`config.mk`:
```
export PLATFORM = sky130hd
export DESIGN_NAME = calc_ctrl
export DESIGN_NICKNAME = d
export VERILOG_FILES = /design/src/rtl/calc_ctrl.sv
export SDC_FILE = /design/constraint.sdc
export NUM_CORES = 1
export LEC_CHECK = 0
export CAP_MARGIN = 20
export CORE_ASPECT_RATIO = 0.6
export CORE_UTILIZATION = 40
export CTS_BUF_LIST = sky130_fd_sc_hd__clkbuf_16
export CTS_CLUSTER_SIZE = 16
export DETAILED_ROUTE_END_ITERATION = 6
export SLEW_MARGIN = 10
export SYNTH_ARGS = -nofsm -noshare
export SYNTH_HDL_FRONTEND = slang
export SYNTH_SLANG_ARGS = --single-unit
```
`constraint.sdc`:
```
create_clock -name clk -period 4.05 [get_ports clk]
set_clock_uncertainty 0.2 [all_clocks]
set_input_delay 0.81 -clock clk [delete_from_list [all_inputs] [get_ports clk]]
set_output_delay 0.81 -clock clk [all_outputs]
set_load 0.03 [all_outputs]
```
`src/rtl/calc_ctrl.sv`:
```
// Sequencing controller for the two-operand calculator: debounced button commands,
// operand/class entry FSM, ALU start/done handshake with timeout, display and LED drive.
module calc_ctrl #(
    parameter int DEB_CYCLES = 16,
    parameter int TIMEOUT    = 255
) (
    input  logic       clk,
    input  logic       rst,
    input  logic [3:0] btn_i,
    input  logic [1:0] sw,
    input  logic       alu_done,
    input  logic [7:0] alu_result,
    output logic       alu_start,
    output logic [3:0] opa,
    output logic [3:0] opb,
    output logic [3:0] alu_op,
    output logic [3:0] disp_hi,
    output logic [3:0] disp_lo,
    output logic [3:0] led_light,
    output logic [2:0] led_rgb
);

    localparam int CW = (DEB_CYCLES > 1) ? $clog2(DEB_CYCLES + 1) : 1;

    typedef enum logic [2:0] {ENTER_A, ENTER_B, SEL_OP, EXEC, SHOW, ERR} state_t;

    state_t        state, state_nxt;
    logic [3:0]    sync1, sync2, deb_level, deb_prev, cmd;
    logic [CW-1:0] deb_cnt [4];
    logic [7:0]    result;
    logic [7:0]    timer;
    logic          cmd_clr, cmd_next, cmd_dec, cmd_inc;
    logic          done_ok, timed_out;

    function automatic logic [3:0] light_of(input state_t s);
        case (s)
            ENTER_A: return 4'b0001;
            ENTER_B: return 4'b0011;
            SEL_OP:  return 4'b0111;
            EXEC:    return 4'b1111;
            SHOW:    return 4'b1111;
            ERR:     return 4'b1001;
            default: return 4'b0001;
        endcase
    endfunction

    // Button front end: 2-flop sync, stable-level counter, registered rising-edge pulse.
    always_ff @(posedge clk) begin
        // NOTE: every sequential assignment is non-blocking so all flops see pre-edge values.
        if (rst) begin
            sync1     <= '0;
            sync2     <= '0;
            deb_level <= '0;
            deb_prev  <= '0;
            cmd       <= '0;
            // NOTE: the counter array is a handful of flops, not a RAM, so it is reset like any register.
            for (int i = 0; i < 4; i++) deb_cnt[i] <= '0;
        end else begin
            sync1    <= btn_i;
            sync2    <= sync1;
            deb_prev <= deb_level;
            cmd      <= deb_level & ~deb_prev;
            for (int i = 0; i < 4; i++) begin
                if (sync2[i] == deb_level[i]) begin
                    deb_cnt[i] <= '0;
                end else if (deb_cnt[i] == CW'(DEB_CYCLES - 1)) begin
                    deb_level[i] <= sync2[i];
                    deb_cnt[i]   <= '0;
                end else begin
                    deb_cnt[i] <= deb_cnt[i] + CW'(1);
                end
            end
        end
    end

    assign cmd_clr  = cmd[3];
    assign cmd_next = cmd[2] & ~cmd[3];
    assign cmd_dec  = cmd[1] & ~(|cmd[3:2]);
    assign cmd_inc  = cmd[0] & ~(|cmd[3:1]);

    // A done coincident with alu_start (first EXEC cycle) is not accepted.
    assign done_ok   = (state == EXEC) && alu_done && !alu_start;
    assign timed_out = (timer == 8'(TIMEOUT - 1));

    always_ff @(posedge clk) begin
        if (rst) state <= ENTER_A;
        else     state <= state_nxt;
    end

    always_comb begin
        // NOTE: default first so no path leaves state_nxt unassigned and infers a latch.
        state_nxt = state;
        if (cmd_clr) begin
            state_nxt = ENTER_A;
        end else begin
            case (state)
                ENTER_A: if (cmd_next) state_nxt = ENTER_B;
                ENTER_B: if (cmd_next) state_nxt = SEL_OP;
                SEL_OP:  if (cmd_next || cmd_dec || cmd_inc) state_nxt = EXEC;
                EXEC: begin
                    if (done_ok)        state_nxt = SHOW;
                    else if (timed_out) state_nxt = ERR;
                end
                SHOW:    if (cmd_next) state_nxt = ENTER_A;
                ERR:     if (cmd_next) state_nxt = ENTER_A;
                default: state_nxt = ENTER_A;
            endcase
        end
    end

    always_ff @(posedge clk) begin
        if (rst) begin
            opa       <= '0;
            opb       <= '0;
            alu_op    <= '0;
            result    <= '0;
            timer     <= '0;
            alu_start <= 1'b0;
            led_light <= 4'b0001;
            led_rgb   <= '0;
        end else begin
            led_light <= light_of(state_nxt);
            alu_start <= (state_nxt == EXEC) && (state != EXEC);
            timer     <= (state == EXEC && state_nxt == EXEC) ? timer + 8'd1 : 8'd0;
            if (cmd_clr) begin
                opa     <= '0;
                opb     <= '0;
                alu_op  <= '0;
                led_rgb <= '0;
            end else begin
                case (state)
                    ENTER_A: begin
                        if (cmd_inc)      opa <= opa + 4'd1;
                        else if (cmd_dec) opa <= opa - 4'd1;
                    end
                    ENTER_B: begin
                        if (cmd_inc)      opb <= opb + 4'd1;
                        else if (cmd_dec) opb <= opb - 4'd1;
                    end
                    SEL_OP: begin
                        if (cmd_next) begin
                            alu_op  <= {2'b01, sw};
                            led_rgb <= 3'b001;
                        end else if (cmd_dec) begin
                            alu_op  <= {2'b10, sw};
                            led_rgb <= 3'b010;
                        end else if (cmd_inc) begin
                            alu_op  <= {2'b11, sw};
                            led_rgb <= 3'b100;
                        end
                    end
                    EXEC: if (done_ok) result <= alu_result;
                    SHOW: begin
                        if (cmd_next) begin
                            opa <= result[3:0];
                            opb <= '0;
                        end
                    end
                    ERR: begin
                        if (cmd_next) begin
                            opa     <= '0;
                            opb     <= '0;
                            alu_op  <= '0;
                            led_rgb <= '0;
                        end
                    end
                    default: ;
                endcase
            end
        end
    end

    always_comb begin
        disp_hi = opa;
        disp_lo = opb;
        case (state)
            SHOW: begin
                disp_hi = result[7:4];
                disp_lo = result[3:0];
            end
            ERR: begin
                disp_hi = 4'hE;
                disp_lo = 4'hE;
            end
            default: ;
        endcase
    end

endmodule

```
# Word level (Yosys, flattened, before mapping)
# Memory sizes are Yosys's and may differ from the RTL's.
# Cells that the tools add are included.
word_totals:
  out_inout_bits: 28
  input_bits: 17
  reg_bits: 59
  mem_bits_rw: 20
  wordCells: 189
  n_memories: 1
mem_list:
  columns: ["memory", "depth", "word_bits", "read_ports", "rd_clocked_by_memory_dff", "write_ports", "line_no", "source"]
  rows:
  - ["deb_cnt", 4, 5, 4, 0, 4, "29", "logic [CW-1:0] deb_cnt [4];"]
op_classes:
  eq_ne: 26
  reduce_logical: 25
  mux: 86
  bitwise: 25
  n_addsub: 9
ops:
  columns: ["cell", "n"]
  rows:
  - ["$mux W5", 12]
  - ["$mux W1", 46]
  - ["$mux W4", 9]
  - ["$mux W3", 11]
  - ["$pmux W4 S2", 4]
  - ["$add A5 B1 Y5 const B", 4]
  - ["$eq A5 B4 Y1 const B", 4]
  - ["$pmux W4 S4", 1]
  - ["$pmux W3 S5", 1]
  - ["$eq A3 B2 Y1 const B", 4]
  - ["$eq A3 B3 Y1 const B", 4]
  - ["$or A1 B1 Y1", 12]
  - ["$pmux W4 S3", 1]
  - ["$reduce_or A2 Y1", 5]
  - ["$reduce_and A3 Y1", 3]
  - ["$add A4 B1 Y4 const B", 2]
  - ["$add A8 B1 Y8 const B", 1]
  - ["$eq A8 B8 Y1 const B", 1]
  - ["$not A1 Y1", 8]
  - ["$reduce_and A2 Y1", 4]
  - ["$sub A4 B1 Y4 const B", 2]
  - ["$eq A3 B1 Y1 const B", 2]
  - ["$ne A3 B3 Y1 const B", 2]
  - ["$pmux W3 S2", 1]
  - ["16 further kinds", 27]

# Depth between registers and ports, before layout
depth:
  word_depth: 12
  depth_mapped: 9

# Least setup slack after synthesis
# Ideal clock, no wire load.
synth_timing:
  kind: "register to output"
  from: "register state[2]"
  to: "output disp_hi[1]"
  stages_incl_launch_ff: 6
  path_buffers: 3
  required_time_ps: 3040
  arrival_time_ps: 1900
  path_slack_ps: 1140
  cell_sequence: "dfxtp_1 -> clkbuf_1 -> nand2b_1 -> clkbuf_1 -> clkbuf_1 -> o21ai_0"
synth_between:
  elab_chain_cells: 2
  elab_cells_between_ends: 3
synth_rtl:
  columns: ["item", "line_no", "source"]
  rows:
  - ["start: declaration", "27", "state_t state, state_nxt;"]
  - ["start signal: assignment", "87", "else state <= state_nxt;"]
  - ["$eq A3 B3 Y1", "176", "case (state)"]
  - ["$pmux W4 S2 (*)", "176", null]
  - ["end: declaration", "17", "output logic [3:0] disp_hi,"]
# Every way passes the cells marked *; elsewhere a longest branch is shown, timed or not.

# Final worst setup path
layout_timing:
  from: "register state[1]"
  to: "output disp_hi[2]"
# Same word-level chain as after synthesis.

==> reports/metrics.yaml <==
run_status:
  outcome: "complete, no violations"
setup_path:
  path_class: "flop to primary output"
  worstSetupEndpointType: "primary output"
  crit_arrival_ns: 2.40
  cp_data_required_time_ns: 3.04
  timing.reg2reg.setup_slack_ns: 1.41
  cp-start-kind: "flop"
  worstPathMaxFanout: 22
finish:
  num-nets-final: 450
  drive_gt1_frac: 0.0782
  areaGrowthSynthToFinish_pct: 26.2
  ff_latch_area_sq_um: 1760
  stdcell_area_sq_um: 4430
  multi_input_area_sq_um: 1690
  antenna_cells: 0
  final.fill_count: 789
floorplan:
  placementRows: 26
  initial_core_util: 0.413
  coreArea_sq_um: 8490
  dieArea_sq_um: 9160
  dieWidth_um: 123
  die_y_um: 74.5
  boundaryPins: 45
yosys:
  synthCells: 356
  synth_top_area_share: 0.331
  yosysUniqueCellTypes: 52
  synth.top_cells.by_count: "nor2_1 (61), dfxtp_1 (58), edfxtp_1 (20)"
  synth-seq-cells: 78
  synth_most_common_cell: "nor2_1"
  ys_top_cells_by_area: "dfxtp_1 (33%), edfxtp_1 (17%), nor2_1 (6.5%)"
  synth-main-ff-cell: "dfxtp_1"
  yosysTopAreaCell: "dfxtp_1"
  avgSynthCellArea_sq_um: 9.85
  ys_async_sr_fraction: 0
  syn_area_sq_um: 3510
  ys_seq_area_frac: 0.502
  ys_warn_count: 0
  synth_edf_count: 20
timing:
  fin_crit_ns: 3.41
  fin_tns_setup_ns: 0
  max_slew_margin: 0.505
  max_freq_mhz: 293
  finalHoldViolCount: 0
  slew_viol_final: 0
  rsz0062_at_grt: "false"
  worst_pin_slew_ns: 0.742
  setup_ws_ns: 0.638
  post-route-period-util: 0.842
  setup_violations: 0
global_routing:
  grt_most_used_layer: "met1"
  antenna_found_initial: 0
  met1_usage: 0.235
  grt_max_degree: 30
  grt_pass1_vias: 2288
  grt_usage: 0.165
  grt_use_met3: 0.0660
  gr-total-overflow: 0
  use_met2: 0.222
  grt_pass1_wl_mm: 11.1
flow_run:
  max-cap-violations: 0
power_and_ir_drop:
  switching_share: 0.192
  peakVddDrop_mv: 0.238
  p_sw_mw: 0.341
  seqPwrFrac: 0.461
  power.leakage_nw: 1.71
  p_comb_frac: 0.029
  p_per_area_nw_per_um2: 401
  clkPwrFrac: 0.511
  p_int_mw: 1.44
cts:
  cts_made_buffers: 9
  cts_tree: "yes"
  clockBufferDepth: 2
  worstSkewPairLatency_ns: 0.33
  cts_htree_levels: 3
  clockRootBuffer: "clkbuf_16"
  postCtsSetupBuffers: 0
  cts_hold_buffers: 0
  cts_sinks: 78
  path_clk_slew_ns: 0.06
  cts.repair.resized: 0
routing:
  drt_pass1_iterations: 4
  drt-total-wl_mm: 6.71
  drtIter0Drc: 159
  vias: 2536
  ant_nets: 0
  wl_per_cell_um: 12.6
  avgViaCountPerCell: 4.75
  drc: 0
placed_design:
  port_buffers: 43
  dp_slack_ns: 1.02
  hpwl_mm: 4.84
  gp_congestion: 0.832
  placed_area_sq_um: 4090
min_path:
  hp-class: "flop to flop"
[cell usage in the layout (no fill, tap or decap), types with 3 or more instances in the layout]
cell type | synthesis | final
a21o_1 | 3 | 3
a21oi_1 | 11 | 11
a22oi_1 | 7 | 7
and3_1 | 4 | 4
bufinv_16 | 0 | 3
clkbuf_16 | 0 | 9
clkdlybuf4s50_1 | 0 | 43
conb_1 | 1 | 21
dfxtp_1 | 58 | 58
edfxtp_1 | 20 | 20
ha_1 | 14 | 14
inv_1 | 12 | 13
mux2i_1 | 16 | 16
nand2_1 | 19 | 19
nand2b_1 | 3 | 3
nand3_1 | 13 | 13
nor2_1 | 61 | 61
nor2_2 | 7 | 7
nor2b_1 | 18 | 18
nor3_1 | 5 | 5
o21ai_0 | 9 | 9
or3_1 | 6 | 6
or4_1 | 3 | 3
xnor2_1 | 14 | 14
xor2_1 | 8 | 8
[worst paths after layout]
kind | end | cells past startpoint | startpoint
worst max register to register | timer[5]$_SDFF_PP0_ | 5 | state[0]$_SDFF_PP0_
worst max-delay path | disp_hi[2] | 4 | state[1]$_SDFF_PP0_
worst min register to register | cmd[0]$_SDFF_PP0_ | 1 | deb_prev[0]$_SDFF_PP0_
worst min-delay path | cmd[0]$_SDFF_PP0_ | 1 | deb_prev[0]$_SDFF_PP0_
[cell families after synthesis]
kind of cell               count (synthesis)  share of synthesized area
xor gates and xnor gates                  22                     0.0549
AOI/OAI and AO/OA                         40                     0.0749
other                                      1                    0.00107
and+or+nand+nor                          155                      0.223
adders and majority gates                 16                     0.0614
muxes                                     16                     0.0457
DFF                                       78                      0.502
buffers and inverters                     28                     0.0364
[flip-flops by register name (all words and copies together) (netlist names)]
| signal | flops |
|---|---|
| alu_start | 1 |
| alu_op | 4 |
| sync2 | 4 |
| cmd | 4 |
| deb_cnt | 20 |
| deb_level | 4 |
| opb | 4 |
| timer | 8 |
| opa | 4 |
| deb_prev | 4 |
| led_rgb | 3 |
| state | 3 |
| sync1 | 4 |
| result | 8 |
| led_light | 3 |
[layer usage]
layer	routed length [um]	vias to the layer above
met5	0	-
li1	-	1317
met4	26	0
met3	428	2
met2	2600	57
met1	3650	1160
[through the flow]
stage / power [mW] / util / hold WS [ns] / cells
floorplan: 0.863 / - / 0.167 / 376
global placement: 0.885 / 0.482 / 0.179 / 518
detailed placement: 0.886 / 0.482 / 0.182 / 518
CTS: 1.80 / 0.521 / 0.189 / 534
global route: 1.85 / 0.521 / 0.198 / 534
finish: 1.78 / 0.521 / 0.183 / 534
[cell type report]
cell class / instances / area share
Clock buffer: 9 / 0.0509
Tap cell: 112 / 0.0317
Timing Repair Buffer: 45 / 0.101
Clock inverter: 7 / 0.0254
Inverter: 13 / 0.0110
Multi-Input combinational cell: 270 / 0.382
Sequential cell: 78 / 0.398
[critical path, cell delays in order (launching register included)]
cell and delay (ns):
dfxtp_1 0.51, nand2b_1 0.64, nand2_1 0.10, o21ai_0 0.10, clkdlybuf4s50_1 0.70
[power groups by stage]
stage	registers (mW)	logic, mW	clock network (mW)
detailed placement	0.836	0.0506	0
CTS	0.819	0.0508	0.931
global placement	0.835	0.0501	0
global route	0.820	0.0575	0.968
floorplan	0.834	0.0295	0
finish	0.819	0.0508	0.907
(Power assumes the default switching activity.)
